## src/rtl/operand_stage.sv

```systemverilog
// ---------------------------------------------------------------------------
// operand_stage
//   Upstream operand-capture stage for the combinational datapath. Tuples
//   (in1, in2, sel) are accepted over a valid/ready handshake into a small
//   circular buffer. The oldest tuple is presented as op1/op2/sel_r with its
//   own valid/ready handshake, so the datapath only ever sees registered
//   operands.
//
// Ports
//   clk       rising-edge clock
//   rst       asynchronous reset, active low
//   flush     synchronous clear of every buffered entry (wins over push/pop)
//   in_valid  producer has a tuple         in_ready  stage accepts this cycle
//   in1/in2   operands                     sel       operation select
//   op_valid  head tuple valid             op_ready  consumer takes the head
//   op1/op2   head operands                sel_r     head select
//   level     number of entries held
//
// Optional build macro OPERAND_STATS_EN adds:
//   xfer_cnt  saturating count of completed pops
//   stall_cnt saturating count of cycles with in_valid=1 and in_ready=0
// ---------------------------------------------------------------------------
module operand_stage #(
    parameter int WIDTH = 8,
    parameter int SEL_W = 2,
    parameter int DEPTH = 4
) (
    input  logic                     clk,
    input  logic                     rst,
    input  logic                     flush,
    input  logic                     in_valid,
    output logic                     in_ready,
    input  logic [WIDTH-1:0]         in1,
    input  logic [WIDTH-1:0]         in2,
    input  logic [SEL_W-1:0]         sel,
    output logic                     op_valid,
    input  logic                     op_ready,
    output logic [WIDTH-1:0]         op1,
    output logic [WIDTH-1:0]         op2,
    output logic [SEL_W-1:0]         sel_r,
`ifdef OPERAND_STATS_EN
    output logic [15:0]              xfer_cnt,
    output logic [15:0]              stall_cnt,
`endif
    output logic [$clog2(DEPTH):0]   level
);

    localparam int AW    = $clog2(DEPTH);
    localparam int ENT_W = 2 * WIDTH + SEL_W;
    localparam logic [AW:0] PTR_ONE = 1;

    logic [ENT_W-1:0] mem [DEPTH];
    logic [AW:0]      wr_ptr;
    logic [AW:0]      rd_ptr;
    logic             alive;    // low in reset, high from the first edge after release
    logic             full;
    logic             empty;
    logic             push;
    logic             pop;
    logic [ENT_W-1:0] head;

    // Pointers carry a wrap bit: equal means empty, differing only in the
    // wrap bit means full.
    assign full  = (wr_ptr[AW] != rd_ptr[AW]) && (wr_ptr[AW-1:0] == rd_ptr[AW-1:0]);
    assign empty = (wr_ptr == rd_ptr);

    // Decoded from registered state plus flush only; never from in_valid or
    // op_ready, so a full stage that pops this cycle still refuses a push.
    assign in_ready = alive && !full && !flush;
    assign op_valid = !empty;

    assign push = in_valid && in_ready;
    assign pop  = op_valid && op_ready && !flush;

    assign level = wr_ptr - rd_ptr;

    always_ff @(posedge clk or negedge rst) begin
        if (!rst) begin
            wr_ptr <= '0;
            rd_ptr <= '0;
            alive  <= 1'b0;
        end else begin
            alive <= 1'b1;
            if (flush) begin
                wr_ptr <= '0;
                rd_ptr <= '0;
            end else begin
                if (push) wr_ptr <= wr_ptr + PTR_ONE;
                if (pop)  rd_ptr <= rd_ptr + PTR_ONE;
            end
        end
    end

    // Storage needs no reset: an entry is only visible once the pointers say
    // it has been written.
    always_ff @(posedge clk) begin
        if (push) mem[wr_ptr[AW-1:0]] <= {in1, in2, sel};
    end

    // Head is read from the register array and masked to zero when empty,
    // which gives the zero outputs after reset and flush without touching
    // the storage itself. It cannot change while stalled because neither
    // rd_ptr nor the head entry moves without a pop.
    assign head = mem[rd_ptr[AW-1:0]];
    assign {op1, op2, sel_r} = op_valid ? head : '0;

`ifdef OPERAND_STATS_EN
    always_ff @(posedge clk or negedge rst) begin
        if (!rst) begin
            xfer_cnt  <= '0;
            stall_cnt <= '0;
        end else if (flush) begin
            xfer_cnt  <= '0;
            stall_cnt <= '0;
        end else begin
            if (pop && xfer_cnt != 16'hFFFF)
                xfer_cnt <= xfer_cnt + 16'd1;
            if (in_valid && !in_ready && stall_cnt != 16'hFFFF)
                stall_cnt <= stall_cnt + 16'd1;
        end
    end
`endif

endmodule

```

## config.mk

```make
export PLATFORM = sky130hd
export DESIGN_NAME = operand_stage
export DESIGN_NICKNAME = d
export VERILOG_FILES = /design/src/rtl/operand_stage.sv
export SDC_FILE = /design/constraint.sdc
export NUM_CORES = 1
export LEC_CHECK = 0
export BUFFER_PORTS_ARGS = -buffer_cell sky130_fd_sc_hd__buf_4
export CORE_ASPECT_RATIO = 0.7
export CORE_MARGIN = 2
export CORE_UTILIZATION = 45
export DETAILED_ROUTE_END_ITERATION = 10
export PLACE_DENSITY_LB_ADDON = 0.15
export RECOVER_POWER = 25
export SYNTH_ARGS = -nofsm -noshare
export SYNTH_HDL_FRONTEND = slang
export SYNTH_SLANG_ARGS = --single-unit
```

## constraint.sdc

```tcl
create_clock -name clk -period 6.7 [get_ports clk]
set_input_delay 1.34 -clock clk [delete_from_list [all_inputs] [get_ports clk]]
set_output_delay 1.34 -clock clk [all_outputs]
set_load 0.01 [all_outputs]
```

==> impl_metrics.ini, run 1 <==
[floorplanning]
fp.coreArea_um2 = 7189
die_w_um = 106.2
io_pins = 46
num_rows = 26
fp.dieH_um = 75.53
die_area_um2 = 8021
start_util = 0.4575

[clock_tree]
cts_sinks = 79
path_clk_slew_ns = 0.07
cts_tree = done
clockRootBuffer = clkbuf_8
cts_setup_buffers = 0
hold_buffers = 0
cts_buffer_depth = 2
ctsResizeCount = 0
htree_levels = 3
clk_latency_ns = 0.33
numCtsBuffers = 9

[routing]
wire_per_inst_um = 17.77
vias = 1663
viasPerCell = 5.117
drc = 0
drtPass1Iterations = 4
drt_wl_total_mm = 5.774
ant_nets = 0
dr.first_iter.drc_count = 43

[synthesis]
syn_avg_cell_area_um2 = 19.01
synth_top_area_frac = 0.6573
synth_cell_types = 29
ys_warn_count = 0
synth_area_um2 = 3289
synth_top_area_cell = edfxtp_1
synthTopCellsByArea = edfxtp_1 (66%), mux4_2 (12%), dfrtp_1 (5.3%), and2b_1 (2.7%), ha_1 (2.7%)
synth_nets = 204
synth_cells = 173
seq_area_frac_synth = 0.7105
ys_ff_latch = 79

[power]
power_density_nw_per_um2 = 281.8
clock_power_share = 0.328
peakVddDrop_mv = 0.1527
swShare = 0.2273
power_frac_seq = 0.504
power.switching_mw = 0.2488
p_leak_nw = 1.426
combPwrFrac = 0.167
internal-power_mw = 0.8460

[grt]
grt_max_degree = 23
grt_use_total = 0.1544
use_met2 = 0.2500
use_met1 = 0.2022
grt_overflow_total = 0
grt_use_met3 = 0.05218
grt_pass1_wl_mm = 8.866
antenna_found_initial = 0
grt_pass1_vias = 1652
grt.busiest_layer = met2

[worst_setup_path]
cp_max_fo = 21
cp-end-kind = output pin
worstPathArrival_ns = 2.82
crit_type = flop to output pin
cp-start-kind = flop
cp.required_ns = 5.36

[flow_run]
max_cap_viol_count = 0

[sta]
fin_worst_skew_ns = 0.008216
drv_slew = 0
rsz0062_at_grt = no
tightestPinTransition_ns = 1.026
period_share = 0.6210
layout_min_cycle_time_ns = 4.161
postLayoutSetupSlackWorst_ns = 2.539
maxSlewHeadroom = 0.3160
fin_tns_setup_ns = 0
finalSetupViolCount = 0
fmax_mhz = 240.3
finalHoldViolations = 0

[placed_design]
io_buffers = 45
post-place-ws_ns = 2.850
place_inst = 311
place.gp.congestion = 0.8176
hpwl_mm = 3.614

[finish]
layout-drive-gt1-share = 0.3084
final_nets = 255
area.growth.synth_to_final_pct = 18.11
diodes = 0
final_common_cell = edfxtp_1
final_cell_mix = edfxtp_1 (72), buf_4 (34), mux4_2 (18)
stdcell_count = 325

[outcome]
status = finished, final reports clean

[worst_hold_path]
hold_class = flop to flop
-- logic make-up (layout without fill, tap and decap cells) --
group	count (synthesis)	after routing	share of synthesized area
buf+inv	13	67	0.01636
flops	79	79	0.7105
fa+ha+maj	8	8	0.03271
other cells	1	1	0.001140
compound gates	8	8	0.01598
mux	22	22	0.1366
xor+xnor	2	2	0.01103
simple gates	40	40	0.07569
-- power groups by stage --
stage / Combinational (mW) / Sequential (mW) / Clock, mW
floorplan: 0.110 / 0.560 / 0
global placement: 0.186 / 0.563 / 0
detailed placement: 0.189 / 0.563 / 0
CTS: 0.191 / 0.552 / 0.366
global route: 0.201 / 0.553 / 0.384
finish: 0.183 / 0.552 / 0.360
-- worst paths after layout --
kind | startpoint | to | slack (ns) | cells past startpoint
worst min register to register | wr_ptr[1]$_DFFE_PN0P_ | wr_ptr[1]$_DFFE_PN0P_ | 0.65 | 2
worst max-delay path | rd_ptr[1]$_DFFE_PN0P_ | op2[4] | 2.54 | 6
worst min-delay path | wr_ptr[1]$_DFFE_PN0P_ | wr_ptr[1]$_DFFE_PN0P_ | 0.65 | 2
min in group asynchronous | rst | rd_ptr[0]$_DFFE_PN0P_ | 0.90 | 1
max in group asynchronous | rst | alive$_DFF_PN0_ | 5.50 | 1
worst max register to register | rd_ptr[1]$_DFFE_PN0P_ | mem[1][2]$_DFFE_PP_ | 3.49 | 5
-- area by class of cell --
| type | count | area [um2] |
|---|---|---|
| sequential | 79 | 2337 |
| fill | 591 | 3304 |
| inverter | 7 | 26.28 |
| timing repair buffer | 46 | 300.3 |
| tap | 98 | 122.6 |
| multi-input combinational | 81 | 898.4 |
| clock buffer | 10 | 127.6 |
| clock inverter | 4 | 72.57 |
-- Yosys cell counts (all sizes together) --
cell and instances:
nor2 6, fa 1, ha 7, nor3 1
mux4 18, nand2b 1, clkbuf 2, mux2 3
nand2 4, xor2 2, or2b 1, and2 2
dfrtp 7, a21oi 4, o21a 1, o31ai 1
o2111ai 2, and3 3, and2b 12, mux2i 1
conb 1, nand3 1, inv 7, edfxtp 72
or3b 1, nor2b 8, buf 4
-- worst max-delay path: stages (launching register included) --
cell and delay (ns):
dfrtp_1 1.02, inv_1 0.15, ha_1 0.34, nand2_1 0.15
nor2_4 0.43, and2b_1 0.26, buf_4 0.14
-- per-layer routing --
| layer | routed length, um | up-vias |
|---|---|---|
| met2 | 2792 | 48 |
| li1 | - | 766 |
| met1 | 2605 | 841 |
| met4 | 70 | 0 |
| met5 | 0 | - |
| met3 | 305 | 8 |
-- flip-flops by register name (all words and copies together), names as in the netlist --
signal  flops
alive       1
mem        72
rd_ptr      3
wr_ptr      3
-- metrics by stage --
stage	area, um2	total power [mW]	util	hold WS [ns]
after floorplan	3289	0.6698	-	0.5679
after global placement	3730	0.7489	0.5188	0.6176
after detailed placement	3730	0.7525	0.5188	0.6353
after CTS	3930	1.109	0.5466	0.6463
after global routing	3885	1.138	0.5404	0.6731
final	3885	1.095	0.5404	0.6504
Note: power is estimated with default switching activity, not from simulation.
==> inputs of run 2 (changes only) <==
ABC_AREA = 1   (was not set)
clock period = 3.45 ns   (was 6.7 ns; I/O delays follow)
==> impl_metrics.ini, run 2 <==
[synthesis]
synth_cells = 281
synth_top_area_cell = edfxtp_1
synthTopCellsByArea = edfxtp_1 (64%), nor2_1 (9.0%), dfrtp_1 (5.2%), o21ai_0 (4.8%), a21oi_1 (2.7%)
synth_nets = 312
synth_top_area_frac = 0.6448
syn_avg_cell_area_um2 = 11.93
synth.most_common_cell = nor2_1
synthArstFlopShare = 0.08861
synthTopCellsByCount = nor2_1 (80), edfxtp_1 (72), o21ai_0 (32)
synth_flop_cell = edfxtp_1
synth_area_um2 = 3353
synth_edf_count = 72
ys_ff_latch = 79
synth_cell_types = 24
seq_area_frac_synth = 0.6970
ys_warn_count = 0

[worst_setup_path]
worstPathArrival_ns = 2.22
cp-end-kind = output pin
timing.critical_path.mode_cell = buf_4
critPathBufInv = 3
crit_path_top_delay_cell = dfrtp_1
cp_max_fo = 37
crit_chain = buf_4 > inv_2 > o21ai_0 > a21oi_1 > buf_4
slowest_delay_ns = 0.54
cp-start-kind = flop
cp.required_ns = 2.76
crit_type = flop to output pin
cp_top_family = buffers and inverters

[routing]
vias = 2163
dr.first_iter.drc_count = 58
wire_per_inst_um = 15.29
drc = 0
drt_wl_total_mm = 6.650
drtPass1Iterations = 4
ant_nets = 0
viasPerCell = 4.972

[grt]
grt_use_total = 0.1729
grt_max_degree = 38
grt_pass1_vias = 2064
grt_overflow_total = 0
antenna_found_initial = 0
grt_pass1_wl_mm = 10.56

[floorplanning]
die_area_um2 = 8169
fp.dieH_um = 76.23
num_rows = 26
fp.coreArea_um2 = 7254
start_util = 0.4622
io_pins = 46
die_w_um = 107.2

[clock_tree]
clockRootBuffer = clkbuf_8
hold_buffers = 0
cts_sinks = 79
clk_latency_ns = 0.35
cts_tree = done
htree_levels = 3
path_clk_slew_ns = 0.09
numCtsBuffers = 9
cts_setup_buffers = 0
ctsResizeCount = 0
cts_buffer_depth = 2

[finish]
largest_reg_flops = 72
final_nets = 363
seqCellArea_um2 = 2337
area.growth.synth_to_final_pct = 16.94
diodes = 0
fill_cells = 622
final_common_cell = nor2_1
multi_input_area_um2 = 865.8
layout-drive-gt1-share = 0.1810
stdcell_area_um2 = 3921
final_cell_mix = nor2_1 (76), edfxtp_1 (72), buf_4 (38)

[sta]
layout_min_cycle_time_ns = 2.914
period_share = 0.8445
tightestPinTransition_ns = 0.5185
rsz0062_at_grt = no
fin_tns_setup_ns = 0
fmax_mhz = 343.2
finalSetupViolCount = 0
fin_worst_skew_ns = 0.01260
maxSlewHeadroom = 0.6538
drv_slew = 0
finalHoldViolations = 0

[placed_design]
io_buffers = 45
hpwl_mm = 4.067
place.gp.congestion = 0.8001
place_area_um2 = 3779

[outcome]
status = finished, final reports clean

[power]
peakVddDrop_mv = 0.3191
power_density_nw_per_um2 = 608.9
p_leak_nw = 1.507
power_mw = 2.388

[worst_hold_path]
hold_class = input pin to async pin

[flow_run]
max_cap_viol_count = 0
-- run 2: cells by family after synthesis --
| kind of cell | after synthesis | share of synthesized area |
|---|---|---|
| buffers and inverters | 28 | 0.04776 |
| XOR/XNOR | 3 | 0.007837 |
| flip-flops | 79 | 0.6970 |
| adder cells (fa/ha/maj) | 8 | 0.03209 |
| AO/OA/AOI/OAI | 54 | 0.08060 |
| AND/OR/NAND/NOR | 108 | 0.1336 |
| other | 1 | 0.001118 |
-- run 2: per-layer routing --
metal	vias to the layer above	GRT usage	wire, um
li1	1069	-	-
met1	1052	0.2213	3028
met2	36	0.2791	3202
met3	6	0.06758	361
met4	0	0.03896	57
met5	-	0	0
-- run 2: final timing paths --
check                                      startpoint                    end  slack (ns)  depth (start not counted)
worst max-delay path            rd_ptr[0]$_DFFE_PN0P_                 op2[3]        0.54                          5
worst min-delay path                              rst  rd_ptr[2]$_DFFE_PN0P_        0.24                          1
worst max register to register  rd_ptr[0]$_DFFE_PN0P_    mem[1][4]$_DFFE_PP_        1.01                          7
worst min register to register  wr_ptr[2]$_DFFE_PN0P_  wr_ptr[2]$_DFFE_PN0P_        0.60                          2
max in group asynchronous                         rst  wr_ptr[1]$_DFFE_PN0P_        2.91                          1
min in group clk                               in2[7]    mem[1][9]$_DFFE_PP_        0.55                          1
-- run 2: cell type report --
cell class | instances | area share
Sequential cell | 79 | 0.5960
Multi-Input combinational cell | 174 | 0.2208
Timing Repair Buffer | 52 | 0.08615
Clock buffer | 9 | 0.03159
Tap cell | 98 | 0.03127
Clock inverter | 7 | 0.01819
Inverter | 16 | 0.01595
-- run 2: report_power, final --
part | internal, mW | total (mW) | switching (mW) | leakage, nW
sequential | 1.06 | 1.08 | 0.0177 | 0.744
combinational | 0.253 | 0.638 | 0.385 | 0.668
clock | 0.336 | 0.669 | 0.333 | 0.0953
-- run 2: stage by stage --
step / utilization / hold slack [ns] / instances / setup WS (ns)
CTS: 0.5478 / 0.1281 / 435 / 0.5111
detailed placement: 0.5209 / 0.5163 / 419 / 0.9476
global route: 0.5405 / 0.2522 / 435 / 0.3094
floorplan: - / 0.3944 / 281 / 0.8332
finish: 0.5405 / 0.2375 / 435 / 0.5364
global placement: 0.5209 / 0.5126 / 419 / 0.9878
==> inputs of run 3 (changes only) <==
ABC_AREA = 0   (was 1)
clock period = 2.6 ns   (was 3.45 ns; I/O delays follow)
==> impl_metrics.ini, run 3 (synthesis results as in run 1) <==
[routing]
wire_per_inst_um = 17.57
met2_length_mm = 3.071
ant_nets = 0
wl_met3_um = 290
vias = 1680
dr.first_iter.drc_count = 70
drtPass1Iterations = 4
drc = 0
wl_met1_mm = 2.502
drt_wl_total_mm = 5.885
top_layer_used = met4
viasPerCell = 5.015

[power]
peakVddDrop_mv = 0.3746
power_density_nw_per_um2 = 703.6
internal-power_mw = 2.120
p_leak_nw = 1.468
power.switching_mw = 0.6592
clock_power_share = 0.307
swShare = 0.2372
combPwrFrac = 0.184
power_frac_seq = 0.510

[placed_design]
hpwl_mm = 3.715
io_buffers = 45
place.gp.congestion = 0.8240

[finish]
multi_input_area_um2 = 900.9
seqCellArea_um2 = 2337
final_common_cell = edfxtp_1
largest_reg_flops = 72
layout-drive-gt1-share = 0.3333
area.growth.synth_to_final_pct = 20.08
final_cell_mix = edfxtp_1 (72), buf_4 (40), mux4_2 (18)
final_nets = 263
fill_cells = 584
diodes = 0

[floorplanning]
start_util = 0.4575
fp.dieH_um = 75.53
die_w_um = 106.2
die_area_um2 = 8021
num_rows = 26
fp.coreArea_um2 = 7189
io_pins = 46

[clock_tree]
cts_buffer_depth = 2
path_clk_slew_ns = 0.07
htree_levels = 3
clockRootBuffer = clkbuf_8
clk_latency_ns = 0.33
cts_sinks = 79
numCtsBuffers = 9
cts_tree = done

[sta]
fin_tns_setup_ns = 0
drv_slew = 0
period_share = 0.9409
fin_worst_skew_ns = 0.009604
finalHoldViolations = 0
layout_min_cycle_time_ns = 2.446
rsz0062_at_grt = no
timing.hold.ws_ns = 0.3905
fmax_mhz = 408.8
finalSetupViolCount = 0

[worst_setup_path]
worstPathArrival_ns = 1.93
cp_top_family = simple AND/OR/NAND/NOR gates
critPathBufInv = 3
cp_max_fo = 19
crit_chain = inv_1 > ha_1 > nand2_2 > nor2_4 > buf_12 > and2b_1 > buf_4
slowest_delay_ns = 0.39
cp.required_ns = 2.08
crit_type = flop to output pin
cp-start-kind = flop
cp-end-kind = output pin
crit_path_top_delay_cell = dfrtp_1

[flow_run]
max_cap_viol_count = 0

[grt]
grt_max_degree = 21
grt_pass1_wl_mm = 8.901
grt_overflow_total = 0
grt_pass1_vias = 1705
antenna_found_initial = 0
grt_use_total = 0.1573

[worst_hold_path]
hold_class = input pin to flop

[outcome]
status = finished, final reports clean
[run 3: cell count changes in the layout (fill, tap and decap cells not counted), sizes merged, moves of 11 or more]
cell	delta
nand2	-11
a21oi	-14
and2b	+12
o21ai	-36
mux4	+18
nor2	-74
[run 3: through the flow]
step,setup slack [ns],util,area [um2],total power [mW],instances
2_1_floorplan,0.02047,-,3289,1.726,173
4_1_cts,0.08665,0.5553,3993,2.824,335
6_report,0.1537,0.5494,3950,2.779,335
3_3_place_gp,0.3534,0.5251,3775,1.933,317
5_1_grt,0.02402,0.5494,3950,2.914,335
3_5_place_dp,0.3084,0.5251,3775,1.942,317
[run 3: routing by layer]
layer,up-vias,global-route usage
li1,781,-
met1,853,0.1888
met2,44,0.2764
met3,2,0.06159
met4,0,0.03509
met5,-,0
[run 3: timing repair]
action / 4_1_cts / 5_1_grt
hold endpoints to repair: 7 / 0
endpoints found under the setup margin: 12 / 12
setup buffers: 1 / 0
resized for setup: 0 / 1
hold buffers: 1 / 0
pin swaps: 1 / 0
[run 3: final cells by class]
cell class	instances	area share
well taps	98	0.03104
flip-flops and latches	79	0.5917
repair buffers	54	0.09503
inverters	7	0.006652
clock buffers	10	0.03231
multi-input cells	81	0.2281
clock inverters	6	0.01520
[run 3: path summary, 6_finish.rpt]
kind	start	endpoint	slack [ns]	cells past startpoint
min in group asynchronous	rst	alive$_DFF_PN0_	0.54	2
worst max register to register	wr_ptr[0]$_DFFE_PN0P_	mem[0][16]$_DFFE_PP_	0.49	6
worst min register to register	rd_ptr[1]$_DFFE_PN0P_	rd_ptr[1]$_DFFE_PN0P_	0.57	2
max in group asynchronous	rst	wr_ptr[0]$_DFFE_PN0P_	1.92	2
worst min-delay path	in2[3]	mem[2][5]$_DFFE_PP_	0.39	1
worst max-delay path	wr_ptr[0]$_DFFE_PN0P_	op1[3]	0.15	7
[run 3: power groups by stage]
stage | combinational, mW | sequential [mW] | clock (mW)
6_report | 0.510 | 1.42 | 0.852
5_1_grt | 0.558 | 1.42 | 0.937
4_1_cts | 0.525 | 1.42 | 0.881
3_5_place_dp | 0.496 | 1.45 | 0
3_3_place_gp | 0.490 | 1.44 | 0
2_1_floorplan | 0.283 | 1.44 | 0
[run 3: worst register-to-register path: stages (launching register included)]
cell     delay [ns]
dfrtp_1        0.39
inv_1          0.11
ha_1           0.34
and2_1         0.20
a21oi_1        0.26
and3_1         0.19
buf_4          0.29
